**src/rtl/alu_exec_ctrl_pkg.sv**
```systemverilog
`default_nettype none
// ============================================================================
// Module   : alu_exec_ctrl_pkg
// Purpose  : Shared widths, opcode constants and FSM state encoding for the
//            execute-stage ALU sequencer.
// Revision : 1.0 - initial release
// ============================================================================
package alu_exec_ctrl_pkg;

  localparam int DATA_W = 8;
  localparam int PC_W   = 8;
  localparam int OP_W   = 3;
  localparam int RET_W  = 8;

  localparam logic [OP_W-1:0] OP_ADD  = 3'b001;
  localparam logic [OP_W-1:0] OP_NAND = 3'b010;
  localparam logic [OP_W-1:0] OP_CMP  = 3'b011;
  localparam logic [OP_W-1:0] OP_SHL  = 3'b100;
  localparam logic [OP_W-1:0] OP_SHR  = 3'b101;
  localparam logic [OP_W-1:0] OP_EQ   = 3'b110;

  typedef enum logic [2:0] {
    ST_IDLE   = 3'd0,
    ST_DRIVE  = 3'd1,
    ST_SAMPLE = 3'd2,
    ST_WB     = 3'd3,
    ST_BR     = 3'd4
  } state_e;

  // Opcodes 000 and 111 have no ALU function assigned.
  function automatic logic is_illegal_op(input logic [OP_W-1:0] op);
    return (op == 3'b000) || (op == 3'b111);
  endfunction

endpackage
`default_nettype wire

```
**src/rtl/alu_exec_ctrl_if.sv**
```systemverilog
`default_nettype none
// ============================================================================
// Module   : alu_exec_ctrl_if
// Purpose  : Bundles the issue, ALU, writeback and branch-resolve signals of
//            the execute-stage sequencer. master = sequencer, slave = its
//            environment (decode, ALU, register file, PC logic).
// Revision : 1.0 - initial release
// ============================================================================
interface alu_exec_ctrl_if;
  import alu_exec_ctrl_pkg::*;

  logic              issue_valid;
  logic              issue_ready;
  logic [OP_W-1:0]   issue_op;
  logic [DATA_W-1:0] issue_a;
  logic [DATA_W-1:0] issue_b;
  logic [PC_W-1:0]   issue_pc;
  logic [PC_W-1:0]   issue_off;

  logic [DATA_W-1:0] alu_data1;
  logic [DATA_W-1:0] alu_data2;
  logic [DATA_W-1:0] alu_result;
  logic              alu_zero;

  logic              wb_valid;
  logic [DATA_W-1:0] wb_data;
  logic              wb_ready;

  logic              br_valid;
  logic              br_taken;
  logic [PC_W-1:0]   br_target;

  logic              err;
  logic [RET_W-1:0]  retired;

  modport master (
    input  issue_valid, issue_op, issue_a, issue_b, issue_pc, issue_off,
    input  alu_result, alu_zero, wb_ready,
    output issue_ready, alu_data1, alu_data2,
    output wb_valid, wb_data, br_valid, br_taken, br_target, err, retired
  );

  modport slave (
    output issue_valid, issue_op, issue_a, issue_b, issue_pc, issue_off,
    output alu_result, alu_zero, wb_ready,
    input  issue_ready, alu_data1, alu_data2,
    input  wb_valid, wb_data, br_valid, br_taken, br_target, err, retired
  );

endinterface
`default_nettype wire

```
**src/rtl/alu_exec_ctrl_branch_target_calc.sv**
```systemverilog
`default_nettype none
// ============================================================================
// Module   : branch_target_calc
// Purpose  : Next-PC computation for a resolved equality branch.
//            taken     -> pc + 1 + sext(off)
//            not taken -> pc + 1
//            Offset width equals PC width, so sign extension is implicit and
//            the sum wraps modulo 2^PC_W.
// Revision : 1.0 - initial release
// ============================================================================
module branch_target_calc
  import alu_exec_ctrl_pkg::*;
(
  input  logic [PC_W-1:0] pc_i,
  input  logic [PC_W-1:0] off_i,
  input  logic            taken_i,
  output logic [PC_W-1:0] target_o
);

  // Fall-through address plus the offset when the branch is taken.
  always_comb begin
    target_o = pc_i + PC_W'(1) + (taken_i ? off_i : '0);
  end

endmodule
`default_nettype wire

```
**src/rtl/alu_exec_ctrl.sv**
```systemverilog
`default_nettype none
// ============================================================================
// Module   : alu_exec_ctrl
// Purpose  : Execute-stage sequencer for the 8-bit core. Accepts one decoded
//            instruction, drives the combinational ALU, samples its outputs a
//            cycle later and routes the outcome to writeback or to the
//            branch-resolve port (equality op).
// Revision : 1.0 - initial release
// ============================================================================
module alu_exec_ctrl
  import alu_exec_ctrl_pkg::*;
(
  input  logic            clk,
  input  logic            reset,
  alu_exec_ctrl_if.master bus
);

  state_e            state_q;
  logic [OP_W-1:0]   op_q;
  logic [DATA_W-1:0] a_q;
  logic [DATA_W-1:0] b_q;
  logic [PC_W-1:0]   pc_q;
  logic [PC_W-1:0]   off_q;
  logic [DATA_W-1:0] res_q;
  logic              zero_q;

  logic              issue_ready_q;
  logic [DATA_W-1:0] alu_d1_q;
  logic [DATA_W-1:0] alu_d2_q;
  logic              wb_valid_q;
  logic [DATA_W-1:0] wb_data_q;
  logic              br_valid_q;
  logic              br_taken_q;
  logic [PC_W-1:0]   br_target_q;
  logic              err_q;
  logic [RET_W-1:0]  retired_q;

  logic [PC_W-1:0]   br_target_d;

  branch_target_calc u_branch_target_calc (
    .pc_i     (pc_q),
    .off_i    (off_q),
    .taken_i  (zero_q),
    .target_o (br_target_d)
  );

  // Sequencer FSM with all outputs registered; err and br_valid are pulses.
  always_ff @(posedge clk or posedge reset) begin
    if (reset) begin
      state_q       <= ST_IDLE;
      op_q          <= '0;
      a_q           <= '0;
      b_q           <= '0;
      pc_q          <= '0;
      off_q         <= '0;
      res_q         <= '0;
      zero_q        <= 1'b0;
      issue_ready_q <= 1'b0;
      alu_d1_q      <= '0;
      alu_d2_q      <= '0;
      wb_valid_q    <= 1'b0;
      wb_data_q     <= '0;
      br_valid_q    <= 1'b0;
      br_taken_q    <= 1'b0;
      br_target_q   <= '0;
      err_q         <= 1'b0;
      retired_q     <= '0;
    end else begin
      err_q      <= 1'b0;
      br_valid_q <= 1'b0;
      unique case (state_q)
        ST_IDLE: begin
          issue_ready_q <= 1'b1;
          if (bus.issue_valid && issue_ready_q) begin
            op_q  <= bus.issue_op;
            a_q   <= bus.issue_a;
            b_q   <= bus.issue_b;
            pc_q  <= bus.issue_pc;
            off_q <= bus.issue_off;
            if (is_illegal_op(bus.issue_op)) begin
              err_q <= 1'b1;
            end else begin
              issue_ready_q <= 1'b0;
              state_q       <= ST_DRIVE;
            end
          end
        end
        ST_DRIVE: begin
          // Both operands change on the same edge so the ALU settles once.
          alu_d1_q <= a_q;
          alu_d2_q <= b_q;
          state_q  <= ST_SAMPLE;
        end
        ST_SAMPLE: begin
          res_q   <= bus.alu_result;
          zero_q  <= bus.alu_zero;
          state_q <= (op_q == OP_EQ) ? ST_BR : ST_WB;
        end
        ST_WB: begin
          if (!wb_valid_q) begin
            wb_valid_q <= 1'b1;
            wb_data_q  <= res_q;
          end else if (bus.wb_ready) begin
            wb_valid_q    <= 1'b0;
            retired_q     <= retired_q + RET_W'(1);
            issue_ready_q <= 1'b1;
            state_q       <= ST_IDLE;
          end
        end
        ST_BR: begin
          br_valid_q    <= 1'b1;
          br_taken_q    <= zero_q;
          br_target_q   <= br_target_d;
          retired_q     <= retired_q + RET_W'(1);
          issue_ready_q <= 1'b1;
          state_q       <= ST_IDLE;
        end
        default: begin
          state_q <= ST_IDLE;
        end
      endcase
    end
  end

  assign bus.issue_ready = issue_ready_q;
  assign bus.alu_data1   = alu_d1_q;
  assign bus.alu_data2   = alu_d2_q;
  assign bus.wb_valid    = wb_valid_q;
  assign bus.wb_data     = wb_data_q;
  assign bus.br_valid    = br_valid_q;
  assign bus.br_taken    = br_taken_q;
  assign bus.br_target   = br_target_q;
  assign bus.err         = err_q;
  assign bus.retired     = retired_q;

endmodule
`default_nettype wire
```
**src/flat_wrapper.sv**
```systemverilog
// flat-port wrapper written by rule: the top's interface ports become plain ports
module alu_exec_ctrl_flat import alu_exec_ctrl_pkg::*;
  (clk, reset, bus_issue_valid, bus_issue_op, bus_issue_a, bus_issue_b, bus_issue_pc, bus_issue_off, bus_alu_result, bus_alu_zero, bus_wb_ready, bus_issue_ready, bus_alu_data1, bus_alu_data2, bus_wb_valid, bus_wb_data, bus_br_valid, bus_br_taken, bus_br_target, bus_err, bus_retired);
  alu_exec_ctrl_if bus_i ();
  input  logic clk;
  input  logic reset;
  input wire logic [$bits(bus_i.issue_valid)-1:0] bus_issue_valid;
  input wire logic [$bits(bus_i.issue_op)-1:0] bus_issue_op;
  input wire logic [$bits(bus_i.issue_a)-1:0] bus_issue_a;
  input wire logic [$bits(bus_i.issue_b)-1:0] bus_issue_b;
  input wire logic [$bits(bus_i.issue_pc)-1:0] bus_issue_pc;
  input wire logic [$bits(bus_i.issue_off)-1:0] bus_issue_off;
  input wire logic [$bits(bus_i.alu_result)-1:0] bus_alu_result;
  input wire logic [$bits(bus_i.alu_zero)-1:0] bus_alu_zero;
  input wire logic [$bits(bus_i.wb_ready)-1:0] bus_wb_ready;
  output wire logic [$bits(bus_i.issue_ready)-1:0] bus_issue_ready;
  output wire logic [$bits(bus_i.alu_data1)-1:0] bus_alu_data1;
  output wire logic [$bits(bus_i.alu_data2)-1:0] bus_alu_data2;
  output wire logic [$bits(bus_i.wb_valid)-1:0] bus_wb_valid;
  output wire logic [$bits(bus_i.wb_data)-1:0] bus_wb_data;
  output wire logic [$bits(bus_i.br_valid)-1:0] bus_br_valid;
  output wire logic [$bits(bus_i.br_taken)-1:0] bus_br_taken;
  output wire logic [$bits(bus_i.br_target)-1:0] bus_br_target;
  output wire logic [$bits(bus_i.err)-1:0] bus_err;
  output wire logic [$bits(bus_i.retired)-1:0] bus_retired;
  assign bus_i.issue_valid = bus_issue_valid;
  assign bus_i.issue_op = bus_issue_op;
  assign bus_i.issue_a = bus_issue_a;
  assign bus_i.issue_b = bus_issue_b;
  assign bus_i.issue_pc = bus_issue_pc;
  assign bus_i.issue_off = bus_issue_off;
  assign bus_i.alu_result = bus_alu_result;
  assign bus_i.alu_zero = bus_alu_zero;
  assign bus_i.wb_ready = bus_wb_ready;
  assign bus_issue_ready = bus_i.issue_ready;
  assign bus_alu_data1 = bus_i.alu_data1;
  assign bus_alu_data2 = bus_i.alu_data2;
  assign bus_wb_valid = bus_i.wb_valid;
  assign bus_wb_data = bus_i.wb_data;
  assign bus_br_valid = bus_i.br_valid;
  assign bus_br_taken = bus_i.br_taken;
  assign bus_br_target = bus_i.br_target;
  assign bus_err = bus_i.err;
  assign bus_retired = bus_i.retired;
  alu_exec_ctrl u_core (.clk(clk), .reset(reset), .bus(bus_i));
endmodule
```
**config.mk**
```make
export PLATFORM = sky130hd
export DESIGN_NAME = alu_exec_ctrl_flat
export DESIGN_NICKNAME = d
export VERILOG_FILES = /design/src/rtl/alu_exec_ctrl_pkg.sv /design/src/rtl/alu_exec_ctrl_if.sv /design/src/rtl/alu_exec_ctrl_branch_target_calc.sv /design/src/rtl/alu_exec_ctrl.sv /design/src/flat_wrapper.sv
export SDC_FILE = /design/constraint.sdc
export NUM_CORES = 1
export LEC_CHECK = 0
export ABC_AREA = 1
export CAP_MARGIN = 20
export CORE_ASPECT_RATIO = 1.4
export CORE_MARGIN = 2
export CORE_UTILIZATION = 45
export DETAILED_ROUTE_END_ITERATION = 6
export GPL_ROUTABILITY_DRIVEN = 0
export PLACE_DENSITY = 0.76
export SKIP_CTS_REPAIR_TIMING = 1
export SLEW_MARGIN = 20
export SYNTH_ARGS = -nofsm -noshare
export SYNTH_HDL_FRONTEND = slang
export SYNTH_SLANG_ARGS = --single-unit
```
**constraint.sdc**
```tcl
create_clock -name clk -period 2.5 [get_ports clk]
set_input_delay 0.25 -clock clk [delete_from_list [all_inputs] [get_ports clk]]
set_output_delay 0.25 -clock clk [all_outputs]
set_load 0.02 [all_outputs]
```
==> results of run 1 <==
-- power groups by stage --
| stage | Sequential [mW] | Clock (mW) | Combinational (mW) |
|---|---|---|---|
| 2_1_floorplan | 2.80 | 0 | 1.51 |
| 3_3_place_gp | 2.52 | 0 | 2.66 |
| 3_5_place_dp | 2.55 | 0 | 2.75 |
| 4_1_cts | 2.53 | 1.33 | 2.77 |
| 5_1_grt | 2.60 | 1.40 | 3.09 |
| 6_report | 2.52 | 1.28 | 2.72 |
-- layer usage --
| metal | global-route usage | up-vias | share of wire |
|---|---|---|---|
| li1 | - | 1608 | - |
| met1 | 0.207 | 1454 | 0.42 |
| met2 | 0.313 | 72 | 0.51 |
| met3 | 0.0523 | 13 | 0.046 |
| met4 | 0.0720 | 0 | 0.022 |
| met5 | 0 | - | 0 |
-- final timing paths --
check / endpoint / cells past startpoint / start
worst min-delay path: u_core.bus.alu_data1[2] / 2 / reset
worst min register to register: u_core.off_q[4] / 2 / u_core.off_q[4]
worst max register to register: u_core.bus.br_target[6] / 10 / u_core.zero_q
max in group asynchronous: u_core.bus.br_target[4] / 3 / reset
worst max-delay path: u_core.bus.br_target[6] / 10 / u_core.zero_q
min in group clk: u_core.off_q[4] / 2 / u_core.off_q[4]
-- synth_stat cells, drive strengths merged --
library cell and n:
a21oi 21, buf 12, clkbuf 3, dfrtp 92, fa 1, ha 8, inv 57, nand2 144
nand3 27, nand3b 3, nand4 2, nor2 26, nor3 1, nor4 1, o21ai 45, or2 1
xnor2 6, xor2 5
-- final cells by class --
class	count	area [um2]	area share
flip-flops and latches	92	2300	0.430
clock inverters	2	17.5	0.00327
well taps	107	134	0.0250
inverters	57	220	0.0411
multi-input cells	291	1440	0.269
clock buffers	14	274	0.0511
repair buffers	95	968	0.181
-- per-stage QoR --
stage	cell area [um2]	instances	util
2_1_floorplan	4080	455	-
3_3_place_gp	5070	642	0.568
3_5_place_dp	5070	642	0.568
4_1_cts	5360	658	0.600
5_1_grt	5360	658	0.600
6_report	5360	658	0.600
-- placed cells by master (no fill, tap or decap), types with 3 or more instances in the layout --
| cell type | count |
|---|---|
| clkbuf_8 | 3 |
| nand2_2 | 4 |
| dfrtp_1 | 92 |
| nand3_1 | 26 |
| xor2_1 | 5 |
| clkbuf_16 | 9 |
| nor2_1 | 25 |
| ha_1 | 8 |
| o21ai_1 | 4 |
| inv_1 | 53 |
| o21ai_0 | 41 |
| nand2_1 | 138 |
| xnor2_1 | 5 |
| a21oi_1 | 20 |
| nand3b_1 | 3 |
| clkdlybuf4s50_1 | 92 |
-- kinds of logic (layout without fill, tap and decap cells) --
| logic type | after synthesis | after routing | share of synthesized area |
|---|---|---|---|
| and+or+nand+nor | 205 | 205 | 0.217 |
| DFF | 92 | 92 | 0.565 |
| adders and majority gates | 9 | 9 | 0.0295 |
| buffers and inverters | 72 | 168 | 0.0808 |
| xor gates and xnor gates | 11 | 11 | 0.0255 |
| AOI/OAI and AO/OA | 66 | 66 | 0.0820 |
==> impl_metrics.csv, run 1 <==
group,metric,value,unit
route,viasPerCell,4.78,
critical_path,max_stage_delay,470,ps
final_layout,fillCellCount,788,
power,p_sw_frac,0.380,
route,drc,0,
power,share_seq_of_total_power,0.386,
route,antenna_left,0,
logic_synthesis,ys_ff_latch,92,
power,p_switching,2.49,mW
power,max-vdd-ir-drop,0.731,mV
clocking,cts_sinks,92,
power,power.density,1220,mW/mm2
logic_synthesis,synth_warnings,0,
global_route,grt_pass1_vias,3127,
logic_synthesis,synth_area,0.00407,mm2
job,drv_cap,0,
power,internal_power,4.05,mW
clocking,htreeDepth,3,
timing,hold-worst-slack,365,ps
die,core,0.00893,mm2
timing,setup_viol,0,
logic_synthesis,synth_top_area_share,0.565,
route,wirelength,8.12,mm
timing,skew,5.30,ps
route,wl_per_cell,12.3,um
power,clock_power_share,0.197,
die,die_w,84.4,um
place,place_hpwl,6.01,mm
timing,hold_viol_final,0,
power,comb_power_share,0.417,
timing,timing.final.ws_setup,768,ps
timing,fmax,577,MHz
power,finalPower,6.53,mW
timing,finalCritPeriodShare,0.693,
place,post-place-ws,742,ps
global_route,gr-total-overflow,0,
final_layout,diodes,0,
die,io_pins,93,
critical_path,end_kind,"flip-flop",
critical_path,path_cells,"nand2_1 > ha_1 > inv_1 > fa_1 > nand2_1 > nand2_1 > nand3b_1 > nand3b_1 > nand3_1 > nand2_1",
die,num_rows,41,
die,dieArea,0.00984,mm2
clocking,cts-root-buf,"clkbuf_16",
timing,tns,0,ps
timing,fin_crit,1730,ps
critical_path,crit_type,"reg -> reg",
global_route,grt_max_degree,55,
critical_path,startpoint_type,"flip-flop",
critical_path,critPathBufInv,1,
route,drt_iter0_drc,169,
critical_path,path_max_fanout,9,
critical_path,cp_slowest_cell,"dfrtp_1",
route,vias,3147,
clocking,cts_buffers,9,
critical_path,cp.required,2720,ps
final_layout,final_nets,603,
die,start_util,0.456,
logic_synthesis,syn_nets,512,
global_route,grt_pass1_wl,13.9,mm
logic_synthesis,synth_cells,455,
global_route,antenna_found_initial,0,
hold_path,hold_path_class,"in -> async",
clocking,cts_buffer_depth,2,
logic_synthesis,ys_types,31,
logic_synthesis,syn_avg_cell_area,8.95,um2
critical_path,crit_top_cell,"nand2_1",
critical_path,r2r_setup_slack,770,ps
die,die_y,117,um
global_route,grt_use_total,0.178,
final_layout,syn2layout_area_growth,31.6,%
timing,rsz0062_at_grt,"no",
status,status,"finished clean",
timing,slew_viol_final,0,
power,p_leak,2.69,nW
timing,worst_pin_slew,700,ps
logic_synthesis,ys_seq_area_frac,0.565,
clocking,cts_tree,"built",
logic_synthesis,synth.largest_area_cell,"dfrtp_1",
clocking,clk_latency,330,ps
clocking,clk_pin_slew,60,ps
place,portBuffers,92,
critical_path,crit_family,"simple AND/OR/NAND/NOR gates",
route,first_pass_iters,4,
timing,relSlewSlack,0.533,
final_layout,drive_above_1_share,0.0599,
logic_synthesis,synthTopCellsByArea,"dfrtp_1, nand2_1, o21ai_0",
critical_path,worstPathArrival,1950,ps
Power figures use the tool's default switching activity.
==> run 2: changes to the inputs <==
==> constraint.sdc (replaced) <==
create_clock -name clk -period 1.5 [get_ports clk]
set_input_delay 0.15 -clock clk [delete_from_list [all_inputs] [get_ports clk]]
set_output_delay 0.15 -clock clk [all_outputs]
set_load 0.02 [all_outputs]
==> run 2 against run 1 <==
Effect of this change:
- highest routed layer unchanged
- sequential share of layout area is 1.9 points lower
- critical endpoint unchanged
- the run now ends with negative setup slack left
- largest cell class unchanged
- non-clock buffer count rose by 11
- clock skew rose by 4.4 ps
==> impl_metrics.csv, run 2 (synthesis results as in run 1) <==
group,metric,value,unit
status,status,"finished, violations left",
status,violations,"negative setup slack",
clocking,cts_tree,"built",
critical_path,r2r_setup_slack,-140,ps
route,viasPerCell,4.89,
power,power.density,2080,mW/mm2
critical_path,crit_type,"reg -> reg",
timing,tns,-471,ps
critical_path,cp.depth,10,
timing,relSlewSlack,0.791,
global_route,use_met1,0.224,
timing,slew_viol_final,0,
final_layout,drive_above_1_share,0.107,
global_route,gr-total-overflow,0,
place,place_hpwl,6.24,mm
critical_path,cp.required,1770,ps
timing,finalCritPeriodShare,1.09,
critical_path,path_max_fanout,6,
route,wirelength,8.91,mm
critical_path,cp_slowest_cell,"dfrtp_2",
timing,hold_viol_final,0,
die,start_util,0.456,
final_layout,mostFrequentLayoutCells,"nand2_1, dfrtp_1, clkdlybuf4s50_1",
clocking,cts_buffers,9,
critical_path,reg2reg_from,"u_core.zero_q",
power,p_leak,2.98,nW
timing,fin_crit,1640,ps
critical_path,r2r_cells,10,
place,portBuffers,92,
place,post-place-ws,-187,ps
power,finalPower,11.7,mW
timing,setup_viol,5,
route,first_pass_iters,4,
die,die_w,84.4,um
die,core,0.00893,mm2
final_layout,fillCellCount,781,
final_layout,syn2layout_area_growth,37.8,%
critical_path,path_cells,"buf_4 > nand2_1 > inv_1 > ha_4 > or2_4 > nand3b_1 > nand2_1 > nand2_1 > nand3_1 > nand2_1",
clocking,cts-root-buf,"clkbuf_16",
clocking,clk_pin_slew,60,ps
global_route,grt_pass1_wl,14.8,mm
timing,hold-worst-slack,248,ps
clocking,cts_buffer_depth,2,
timing,worst_pin_slew,313,ps
route,antenna_left,0,
clocking,cts_sinks,92,
critical_path,crit_family,"simple AND/OR/NAND/NOR gates",
hold_path,hold_path_class,"in -> async",
route,drc,0,
route,drt_iter0_drc,200,
critical_path,max_stage_delay,460,ps
die,dieArea,0.00984,mm2
power,max-vdd-ir-drop,1.17,mV
critical_path,end_kind,"flip-flop",
timing,skew,9.69,ps
critical_path,critPathBufInv,2,
route,wl_per_cell,13.3,um
critical_path,r2r_end,"u_core.bus.br_target[6]",
timing,timing.final.ws_setup,-140,ps
job,drv_cap,0,
die,die_y,117,um
final_layout,finalInstanceArea,0.00561,mm2
global_route,gr-usage-met3,0.0516,
die,num_rows,41,
route,vias,3273,
die,io_pins,93,
global_route,antenna_found_initial,0,
clocking,clk_latency,330,ps
global_route,grt_max_degree,55,
critical_path,crit_top_cell,"nand2_1",
final_layout,layout_commonest_cell,"nand2_1",
final_layout,diodes,0,
critical_path,startpoint_type,"flip-flop",
clocking,htreeDepth,3,
final_layout,final_nets,614,
timing,rsz0062_at_grt,"yes",
global_route,grt_use_total,0.190,
timing,fmax,610,MHz
global_route,busiest_layer,"met2",
global_route,grt_pass1_vias,3284,
global_route,met2_usage,0.329,
place,placed_area,0.00520,mm2
critical_path,worstPathArrival,1910,ps
run 2: layer usage:
metal  vias up  routed length, um
met2        85               4640
met1      1550               3640
met5         -                  0
li1       1625                  -
met4         0                114
met3        13                511
run 2: power by group:
group          switching, mW  total [mW]  internal (mW)
logic                   2.83        5.12           2.29
registers              0.685        4.25           3.57
clock network          0.908        2.29           1.38
total                   4.42        11.7           7.23
run 2: stage by stage:
| step | cells | util |
|---|---|---|
| after floorplan | 455 | - |
| after global placement | 652 | 0.583 |
| after detailed placement | 652 | 0.583 |
| after CTS | 668 | 0.617 |
| after global routing | 669 | 0.629 |
| final | 669 | 0.629 |
run 2: worst max path at each step:
| stage | start | to |
|---|---|---|
| floorplan | u_core.zero_q | u_core.bus.br_target[6] |
| global placement | u_core.zero_q | u_core.bus.br_target[6] |
| detailed placement | u_core.zero_q | u_core.bus.br_target[6] |
| CTS | u_core.zero_q | u_core.bus.br_target[7] |
| global route | u_core.zero_q | u_core.bus.br_target[6] |
| finish | u_core.zero_q | u_core.bus.br_target[6] |
run 2: cell type report:
class	count	area, um2	area share
Inverter	57	220	0.0392
Clock inverter	4	47.5	0.00847
Sequential cell	92	2300	0.411
Multi-Input combinational cell	291	1530	0.272
Timing Repair Buffer	106	1120	0.200
Tap cell	107	134	0.0239
Clock buffer	12	256	0.0457
run 2: worst register-to-register path: stages, from the launching register on:
cell      delay, ps
dfrtp_2         460
buf_4           170
nand2_1          60
inv_1            60
ha_4            220
or2_4           250
nand3b_1        110
nand2_1          60
nand2_1          70
nand3_1          70
nand2_1          60
